$ cat config.mk
export PLATFORM = sky130hd
export DESIGN_NAME = clock_key_conditioner
export DESIGN_NICKNAME = d
export VERILOG_FILES = /design/src/rtl/clock_key_conditioner.sv
export SDC_FILE = /design/constraint.sdc
export NUM_CORES = 1
export LEC_CHECK = 0
export BUFFER_PORTS_ARGS = -buffer_cell sky130_fd_sc_hd__buf_2
export CORE_ASPECT_RATIO = 1.25
export CORE_MARGIN = 2
export CORE_UTILIZATION = 28
export CTS_CLUSTER_DIAMETER = 150
export DETAILED_ROUTE_END_ITERATION = 8
export HOLD_SLACK_MARGIN = 0.03
export PLACE_DENSITY = 0.5
export SLEW_MARGIN = 25
export SYNTH_ARGS = -nofsm -noshare
export SYNTH_HDL_FRONTEND = slang
export SYNTH_SLANG_ARGS = --single-unit
export TNS_END_PERCENT = 5
$ cat constraint.sdc
create_clock -name clk -period 2.55 [get_ports clk]
set_clock_uncertainty 0.05 [all_clocks]
set_input_delay 0.1275 -clock clk [delete_from_list [all_inputs] [get_ports clk]]
set_output_delay 0.1275 -clock clk [all_outputs]
set_load 0.02 [all_outputs]
$ cat src/rtl/clock_key_conditioner.sv
// Key front-end for the clock set controls: synchronises, debounces and
// edge-detects the set/up/down buttons, steps the field-select mode and
// issues one-clk active-low up/down strobes with hold-to-auto-repeat.
//
// state    | meaning
// ---------+-----------------------------------------------------------
// MODE_RUN | clock free-running, set_ena=0, field_sel=0, up/down ignored
// MODE_SET | setting field field_q, set_ena=1, field_sel one-hot
module clock_key_conditioner #(
    parameter int DEBOUNCE_CYCLES = 1000000,
    parameter int REPEAT_DELAY    = 25000000,
    parameter int REPEAT_RATE     = 5000000,
    parameter int NUM_FIELDS      = 3,
    parameter int CNT_W           = 25
) (
    input  logic                  clk,
    input  logic                  rst_n,
    input  logic                  key_set_n,
    input  logic                  key_up_n,
    input  logic                  key_down_n,
    output logic                  set_ena,
    output logic [NUM_FIELDS-1:0] field_sel,
    output logic                  up_n,
    output logic                  down_n
);

    localparam int K_SET   = 0;
    localparam int K_UP    = 1;
    localparam int K_DN    = 2;
    localparam int FIELD_W = (NUM_FIELDS > 1) ? $clog2(NUM_FIELDS) : 1;

    localparam logic [CNT_W-1:0]   DEB_TC    = CNT_W'(DEBOUNCE_CYCLES);
    localparam logic [CNT_W-1:0]   RPT_FIRST = CNT_W'(REPEAT_DELAY - 1);
    localparam logic [CNT_W-1:0]   RPT_NEXT  = CNT_W'(REPEAT_RATE - 1);
    localparam logic [FIELD_W-1:0] FIELD_LAST = FIELD_W'(NUM_FIELDS - 1);

    typedef enum logic [0:0] {
        MODE_RUN = 1'b0,
        MODE_SET = 1'b1
    } mode_e;

    logic [2:0] key_raw;
    assign key_raw = {key_down_n, key_up_n, key_set_n};

    logic [2:0]       sync1_q, sync1_d;
    logic [2:0]       sync2_q, sync2_d;
    logic [2:0]       stable_q, stable_d;
    logic [2:0]       stable_dly_q, stable_dly_d;
    logic [CNT_W-1:0] deb_cnt_q [3];
    logic [CNT_W-1:0] deb_cnt_d [3];

    mode_e            mode_q, mode_d;
    logic [FIELD_W-1:0] field_q, field_d;

    logic             armed_up_q, armed_up_d;
    logic             armed_dn_q, armed_dn_d;
    logic [CNT_W-1:0] rpt_cnt_q, rpt_cnt_d;

    logic                  set_ena_q, set_ena_d;
    logic [NUM_FIELDS-1:0] field_sel_q, field_sel_d;
    logic                  up_n_q, up_n_d;
    logic                  down_n_q, down_n_d;

    logic [2:0] press;
    logic       in_set;
    logic       accept_up, accept_dn;
    logic       keep_up, keep_dn;
    logic       fire_up, fire_dn;

    // Two-flop synchroniser and per-key debounce: a level change is only
    // accepted once the counter has seen it persist up to its terminal count.
    always_comb begin
        sync1_d      = key_raw;
        sync2_d      = sync1_q;
        stable_dly_d = stable_q;
        stable_d     = stable_q;
        for (int i = 0; i < 3; i++) begin
            deb_cnt_d[i] = '0;
            if (sync2_q[i] != stable_q[i]) begin
                if (deb_cnt_q[i] >= DEB_TC) begin
                    stable_d[i]  = sync2_q[i];
                    deb_cnt_d[i] = '0;
                end else begin
                    deb_cnt_d[i] = deb_cnt_q[i] + CNT_W'(1);
                end
            end
        end
    end

    // Press is a stable 1->0 edge; releases generate nothing.
    assign press = stable_dly_q & ~stable_q;

    // Mode next-state: each set press walks RUN -> field 0 .. last -> RUN.
    always_comb begin
        mode_d  = mode_q;
        field_d = field_q;
        if (press[K_SET]) begin
            if (mode_q == MODE_RUN) begin
                mode_d  = MODE_SET;
                field_d = '0;
            end else if (field_q == FIELD_LAST) begin
                mode_d  = MODE_RUN;
                field_d = '0;
            end else begin
                field_d = field_q + FIELD_W'(1);
            end
        end
        set_ena_d   = (mode_d == MODE_SET);
        field_sel_d = '0;
        for (int k = 0; k < NUM_FIELDS; k++) begin
            field_sel_d[k] = (mode_d == MODE_SET) && (field_d == FIELD_W'(k));
        end
    end

    // Up/down strobes and auto-repeat. A key is "armed" only after an
    // accepted press in set mode; anything that locks it out (set press,
    // other key held, release) disarms it until a fresh press.
    always_comb begin
        in_set    = (mode_q == MODE_SET);
        accept_up = in_set & press[K_UP] & ~press[K_SET] & stable_q[K_DN];
        accept_dn = in_set & press[K_DN] & ~press[K_SET] & stable_q[K_UP];
        keep_up   = armed_up_q & ~stable_q[K_UP] & stable_q[K_DN] & ~press[K_SET];
        keep_dn   = armed_dn_q & ~stable_q[K_DN] & stable_q[K_UP] & ~press[K_SET];
        fire_up   = keep_up & (rpt_cnt_q == '0);
        fire_dn   = keep_dn & (rpt_cnt_q == '0);

        armed_up_d = accept_up | keep_up;
        armed_dn_d = accept_dn | keep_dn;

        rpt_cnt_d = '0;
        if (accept_up | accept_dn) begin
            rpt_cnt_d = RPT_FIRST;
        end else if (fire_up | fire_dn) begin
            rpt_cnt_d = RPT_NEXT;
        end else if ((keep_up | keep_dn) && (rpt_cnt_q != '0)) begin
            rpt_cnt_d = rpt_cnt_q - CNT_W'(1);
        end

        up_n_d   = ~(accept_up | fire_up);
        down_n_d = ~(accept_dn | fire_dn);
    end

    // State and output registers with synchronous active-low reset.
    always_ff @(posedge clk) begin
        if (!rst_n) begin
            sync1_q      <= '1;
            sync2_q      <= '1;
            stable_q     <= '1;
            stable_dly_q <= '1;
            for (int i = 0; i < 3; i++) begin
                deb_cnt_q[i] <= '0;
            end
            mode_q       <= MODE_RUN;
            field_q      <= '0;
            armed_up_q   <= 1'b0;
            armed_dn_q   <= 1'b0;
            rpt_cnt_q    <= '0;
            set_ena_q    <= 1'b0;
            field_sel_q  <= '0;
            up_n_q       <= 1'b1;
            down_n_q     <= 1'b1;
        end else begin
            sync1_q      <= sync1_d;
            sync2_q      <= sync2_d;
            stable_q     <= stable_d;
            stable_dly_q <= stable_dly_d;
            for (int i = 0; i < 3; i++) begin
                deb_cnt_q[i] <= deb_cnt_d[i];
            end
            mode_q       <= mode_d;
            field_q      <= field_d;
            armed_up_q   <= armed_up_d;
            armed_dn_q   <= armed_dn_d;
            rpt_cnt_q    <= rpt_cnt_d;
            set_ena_q    <= set_ena_d;
            field_sel_q  <= field_sel_d;
            up_n_q       <= up_n_d;
            down_n_q     <= down_n_d;
        end
    end

    assign set_ena   = set_ena_q;
    assign field_sel = field_sel_q;
    assign up_n      = up_n_q;
    assign down_n    = down_n_q;

endmodule

==> metrics, run 1 <==
cells resized by post-CTS repair 0; layout cells sized above 1 0.09396; Worst Hold Class in2reg; die area 0.01902 mm²; slowest stage cell, crit path or4_4; core area 0.01750 mm²; global-route wire length before repair 16650 µm; final wirelength 9485 µm; vias 3746; crit start category register; Place WS 0.3509 ns; design area 0.006012 mm²; Die X 123.7 µm; Tightest Pin Transition 0.7842 ns; number of synthesized flops with an enable pin 0; CP Capture Type register; number of global-route vias before repair 3643; reg-to-reg startpoint rpt_cnt_q[0]$_SDFF_PN0_; CTS tree done; clock network fraction of design power 0.551; outcome completed; NetSw 866.4 µW; max-slew violation count 0; Final Power 4.477 mW; combinational share of power 0.016; dpl cell area 0.005380 mm²; Finish-stage setup viols 0; drt pass-1 iters 4; arrival time at the worst endpoint 2.42 ns; PwrDens 744.7 mW/mm²; Crit Path Max Fanout 6; post-synthesis async set-or-reset flop share 0; number of DRC markers after the initial detailed-route iteration 125; Crit Path Category reg2reg; Pleak 2.200 nW; WP buf/inv 1; TritonCTS buffer count 17; final hold violation count 0; drc violations 0; delay-heaviest family, CP simple AND/OR/NAND/NOR gates; fmax 0.4526 GHz; Worst VDD drop 0.0003891 V; CTS sink count 122; Switching Share 0.1935; ANT cells 0; Die Ht 153.7 µm; drt wl/cell 11.57 µm; Worst-path clk slew 0.05 ns; synthesized area 0.005019 mm²; CP Data Required Time 2.76 ns; Hold Startpoint rst_n; GRT Total Usage 0.1099; max capacitance violation total 0; routed vias/inst 4.568; final net count 596; sequential share of power 0.433; Slew Limit Headroom 0.4724; Filler cells 1726; WHS 0.05298 ns; setup TNS 0 ns; antenna viol nets, final 0; initial antenna violation count 0; H-tree levels 4; final period utilization 0.8664; Syn Area/Cell 9.141 µm²; post-DP HPWL 6577 µm; CP Launch Point rpt_cnt_q[0]$_SDFF_PN0_; P_int 3.611 mW; Synth Register Bits 122; GRT Residual Overflow 0; sequential area share after synthesis 0.4867; RSZ-0062 raised after global routing no; crit path time final 2.209 ns; Syn Inst Count 549; Synth Warn # 0; ys flop type dfxtp_1; Clk Latency, worst-skew pair 0.41 ns; Area Overhead vs Synth 19.80%; I/O Buffers 10; Cell Chain, Critical Path inv_1, ha_1, nor4b_4, nand2_2, or4_4, nand2b_1, o21ai_0; Setup WS post-layout 0.3406 ns; gpl congestion 0.8036; clock root buffer clkbuf_16; slowest stage delay, CP 0.56 ns; largest net degree at the start of global routing 25; FP Rows 54; Initial Utilization 0.2868; Max Buffers Root-to-Sink 2; post-synthesis cell type count 49; # IOs 11
[final cells by class]
cell class / count / area, µm² / area share
inverter: 17 / 63.81 / 0.01061
sequential: 122 / 2442 / 0.4062
multi-input combinational: 407 / 2499 / 0.4156
clock buffer: 23 / 457.9 / 0.07617
clock inverter: 8 / 143.9 / 0.02393
tap: 224 / 280.3 / 0.04662
timing repair buffer: 19 / 125.1 / 0.02081
[sequential cells by signal, indices dropped and copies added, names as in the netlist, 2 cells and up]
name and cells:
stable_dly_q 3, field_sel 3, sync2_q 3, field_q 2
stable_dly_d 3, sync1_q 3, rpt_cnt_q 25, deb_cnt_q 75
[Yosys cell counts, types with 14 or more instances]
master | number | area share
xnor2_1 | 36 | 0.063
nand4_1 | 18 | 0.022
xor2_1 | 36 | 0.063
nand2b_1 | 14 | 0.017
nor3_1 | 21 | 0.021
nand2_1 | 27 | 0.020
nor2_1 | 83 | 0.062
nand3_1 | 27 | 0.027
inv_1 | 17 | 0.013
clkbuf_1 | 15 | 0.011
o21ai_0 | 21 | 0.021
dfxtp_1 | 122 | 0.49
[metrics by stage]
step           utilization  instances
5_1_grt             0.3436        820
3_3_place_gp        0.3075        786
4_1_cts             0.3436        820
6_report            0.3436        820
3_5_place_dp        0.3075        786
2_1_floorplan            -        563
[layer usage]
layer	part of all wire	up-vias	GRT usage
met2	0.49	39	0.1818
met5	0	-	0
met1	0.46	1752	0.1289
li1	-	1942	-
met3	0.028	13	0.03820
met4	0.016	0	0.04275
[placed cells by master, fill, tap and decap left out, types with 4 or more instances in the layout]
master	instances
nand3_1	27
and2_1	5
xnor2_1	36
clkbuf_16	17
clkbuf_1	5
nand4_1	18
a21oi_1	11
o31ai_1	5
buf_2	10
ha_1	7
and3_1	10
or4_1	4
nand2_1	27
buf_4	6
o21ai_0	21
conb_1	15
inv_1	17
nor4_1	12
nor2_1	83
xor2_1	36
a31oi_1	4
nor3_1	21
bufinv_16	4
nor4_2	4
and4_1	5
nand2b_1	14
dfxtp_1	122
[power by group through the flow]
stage	Combinational [mW]	Sequential [mW]	Clock, mW
finish	0.0701	1.94	2.47
global route	0.0794	1.94	2.62
CTS	0.0702	1.94	2.52
detailed placement	0.0661	1.98	0
global placement	0.0655	1.98	0
floorplan	0.0504	1.98	0
[worst paths after layout]
kind / to / slack [ns] / cells past startpoint
hold / removal: stable_dly_d[1]$_SDFFE_PN1P_ / 0.05 / 2
setup reg to reg: rpt_cnt_q[13]$_SDFF_PN0_ / 0.34 / 7
hold reg to reg: sync2_q[1]$_SDFF_PN1_ / 0.36 / 1
setup / recovery: rpt_cnt_q[13]$_SDFF_PN0_ / 0.34 / 7
[timing repair]
item / in CTS / in global routing
hold buffers: 3 / 0
endpoints found under the setup margin: 0 / 0
endpoints found under the hold margin: 3 / 0
buffers inserted: 0 / 0
[cell families after synthesis]
| group | count (synthesis) | synth area share |
|---|---|---|
| fa+ha+maj | 7 | 0.01745 |
| compound gates | 56 | 0.06806 |
| xor+xnor | 72 | 0.1257 |
| other cells | 1 | 0.0007472 |
| simple gates | 256 | 0.2735 |
| mux | 1 | 0.001995 |
| buf+inv | 34 | 0.02593 |
| flops | 122 | 0.4867 |
No activity file was read; power rests on OpenSTA's default activity.
==> run 2: changes to the inputs <==
--- a/config.mk
+++ b/config.mk
@@ -7,12 +7,12 @@
 export LEC_CHECK = 0
 export BUFFER_PORTS_ARGS = -buffer_cell sky130_fd_sc_hd__buf_2
 export CORE_ASPECT_RATIO = 1.25
-export CORE_MARGIN = 2
-export CORE_UTILIZATION = 28
+export CORE_MARGIN = 5
+export CORE_UTILIZATION = 35
 export CTS_CLUSTER_DIAMETER = 150
 export DETAILED_ROUTE_END_ITERATION = 8
 export HOLD_SLACK_MARGIN = 0.03
-export PLACE_DENSITY = 0.5
+export PLACE_DENSITY = 0.58
 export SLEW_MARGIN = 25
 export SYNTH_ARGS = -nofsm -noshare
 export SYNTH_HDL_FRONTEND = slang
==> metrics, run 2 (same netlist as run 1, synthesis figures left out) <==
outcome completed; largest registers deb_cnt_q: 75 flops, rpt_cnt_q: 25 flops; combinational share of power 0.016 (about the same); slowest stage delay, CP 0.55 ns (about the same); Biggest register deb_cnt_q; crit path time final 2.168 ns (-0.04140 ns); number of DRC markers after the initial detailed-route iteration 199 (+59%); Area Overhead vs Synth 18.95%; Crit Path Category reg2reg; Die X 117.1 µm (-5.4%); max reg flops 75 (unchanged); final net count 598 (+0.34%); FF-to-FF setup slack 0.38 ns (+0.04 ns); reg-to-reg startpoint rpt_cnt_q[0]$_SDFF_PN0_; GRT Total Usage 0.1179 (+0.008047); setup TNS 0 ns (unchanged); most frequent cells in the layout 122 x dfxtp_1, 83 x nor2_1, 36 x xnor2_1, 36 x xor2_1; final period utilization 0.8502 (-0.01623); arrival time at the worst endpoint 2.37 ns (-0.05 ns); ANT cells 0 (unchanged); fin cells 777 (-5.2%); Initial Utilization 0.3528 (+0.06605); register area 0.002442 mm² (unchanged); drt wl/cell 11.51 µm (-0.47%); GRT Residual Overflow 0 (unchanged); NetSw 851.6 µW (-1.7%); Filler cells 1408 (-18%); final hold violation count 0 (unchanged); vias 3734 (-0.32%); P_int 3.572 mW (-1.1%); Crit Path Max Fanout 6 (unchanged); Min-Delay Path Depth 1 (-1); slowest stage cell, crit path or4_4; crit start category register; CP Data Required Time 2.75 ns (about the same); layout cells sized above 1 0.09683 (+0.002868); sequential share of power 0.439 (+0.006); max capacitance violation total 0 (unchanged); R2R depth 7 (unchanged); clock network fraction of design power 0.546 (-0.005); placed insts 741 (-5.7%); drt pass-1 iters 4 (unchanged); FP Rows 49 (-9.3%); Worst Hold Class reg2reg; Slew Limit Headroom 0.4999 (+0.02757); Clk Latency, worst-skew pair 0.41 ns (about the same); Tightest Pin Transition 0.7433 ns (-0.04097 ns); core area 0.01422 mm² (-19%); die area 0.01685 mm² (-11%); Die Ht 143.9 µm (-6.4%); RSZ-0062 raised after global routing no; final wirelength 8945 µm (-5.7%); sink of the worst hold path sync2_q[1]$_SDFF_PN1_; routed vias/inst 4.806 (+5.2%); max-slew violation count 0 (unchanged); clock root buffer clkbuf_16; I/O Buffers 10 (unchanged); dpl cell area 0.005330 mm² (-0.93%); post-DP HPWL 6079 µm (-7.6%); CTS sink count 122 (unchanged); CP Capture Type register; most common cell after layout, fill and taps aside dfxtp_1; design area 0.005969 mm² (-0.71%); Finish-stage setup viols 0 (unchanged); cells resized by post-CTS repair 0 (unchanged); Setup WS post-layout 0.3820 ns (+0.04140 ns); Hold Startpoint sync1_q[1]$_SDFF_PN1_; H-tree levels 4 (unchanged); multi-input logic area 0.002499 mm² (unchanged); Switching Share 0.1925 (-0.001017); Pleak 2.210 nW (+0.45%); fmax 0.4613 GHz (+1.9%); Place WS 0.3609 ns (+0.01001 ns); Worst-path clk slew 0.05 ns (about the same); RR Endpoint rpt_cnt_q[20]$_SDFF_PN0_; TritonCTS buffer count 17 (unchanged); antenna viol nets, final 0 (unchanged); largest net degree at the start of global routing 25 (unchanged); PwrDens 741.0 mW/mm² (-0.49%); Worst VDD drop 0.0003948 V (+1.5%); number of global-route vias before repair 3578 (-1.8%); # IOs 11 (unchanged); Max Buffers Root-to-Sink 2 (unchanged); CTS tree done; global-route wire length before repair 15850 µm (-4.8%); Final Core Density 0.4197 (+0.07613); Cell Chain, Critical Path inv_1, ha_1, nor4b_4, nand2_2, or4_4, nand2b_1, o21ai_0; initial antenna violation count 0 (unchanged); gpl congestion 0.7870 (-2.1%); drc violations 0 (unchanged)
## run 2: power groups by stage
| stage | clock [mW] | combinational [mW] | sequential (mW) |
|---|---|---|---|
| 2_1_floorplan | 0 | 0.0504 | 1.98 |
| 3_3_place_gp | 0 | 0.0643 | 1.98 |
| 3_5_place_dp | 0 | 0.0648 | 1.98 |
| 4_1_cts | 2.48 | 0.0701 | 1.94 |
| 5_1_grt | 2.56 | 0.0793 | 1.94 |
| 6_report | 2.41 | 0.0699 | 1.94 |
## run 2: worst max path at each step
stage | from | end | slack [ns] | cells after the start
global route | rpt_cnt_q[0]$_SDFF_PN0_ | rpt_cnt_q[3]$_SDFF_PN0_ | 0.12 | 7
detailed placement | rpt_cnt_q[0]$_SDFF_PN0_ | rpt_cnt_q[13]$_SDFF_PN0_ | 0.36 | 7
finish | rpt_cnt_q[0]$_SDFF_PN0_ | rpt_cnt_q[20]$_SDFF_PN0_ | 0.38 | 7
floorplan | rpt_cnt_q[0]$_SDFF_PN0_ | rpt_cnt_q[12]$_SDFF_PN0_ | 0.64 | 7
CTS | rpt_cnt_q[0]$_SDFF_PN0_ | rpt_cnt_q[20]$_SDFF_PN0_ | 0.36 | 7
global placement | rpt_cnt_q[0]$_SDFF_PN0_ | rpt_cnt_q[13]$_SDFF_PN0_ | 0.48 | 7
## run 2: final cells by class
type,instances,share of cell area
Inverter,17,0.01069
Timing Repair Buffer,21,0.02389
Sequential cell,122,0.4091
Clock inverter,7,0.01907
Tap cell,178,0.03731
Multi-Input combinational cell,407,0.4186
Clock buffer,25,0.08132
## run 2: metrics by stage
| stage | power (mW) | hold slack [ns] |
|---|---|---|
| 2_1_floorplan | 2.028 | 0.1731 |
| 3_3_place_gp | 2.044 | 0.2655 |
| 3_5_place_dp | 2.045 | 0.2679 |
| 4_1_cts | 4.488 | 0.3549 |
| 5_1_grt | 4.584 | 0.3752 |
| 6_report | 4.424 | 0.3520 |
## run 2: routing by layer
metal  GRT usage  vias up  wire length (µm)
met2      0.1849       50              4219
met5           0        -                 0
met4     0.05857        0               165
met3     0.03833       12               292
met1      0.1446     1723              4268
li1            -     1949                 -
## run 2: what timing repair did
item | CTS | global route
hold endpoints to repair | 4 | 0
hold buffers | 4 | 0
buffers inserted | 0 | 0
## run 2: worst max-delay path, delay by kind of cell (launching register included)
kind	cells	cell delay (ns)
adders and majority gates	1	0.20
DFF	1	0.32
buffers and inverters	1	0.08
AOI/OAI and AO/OA	1	0.11
and+or+nand+nor	4	1.24
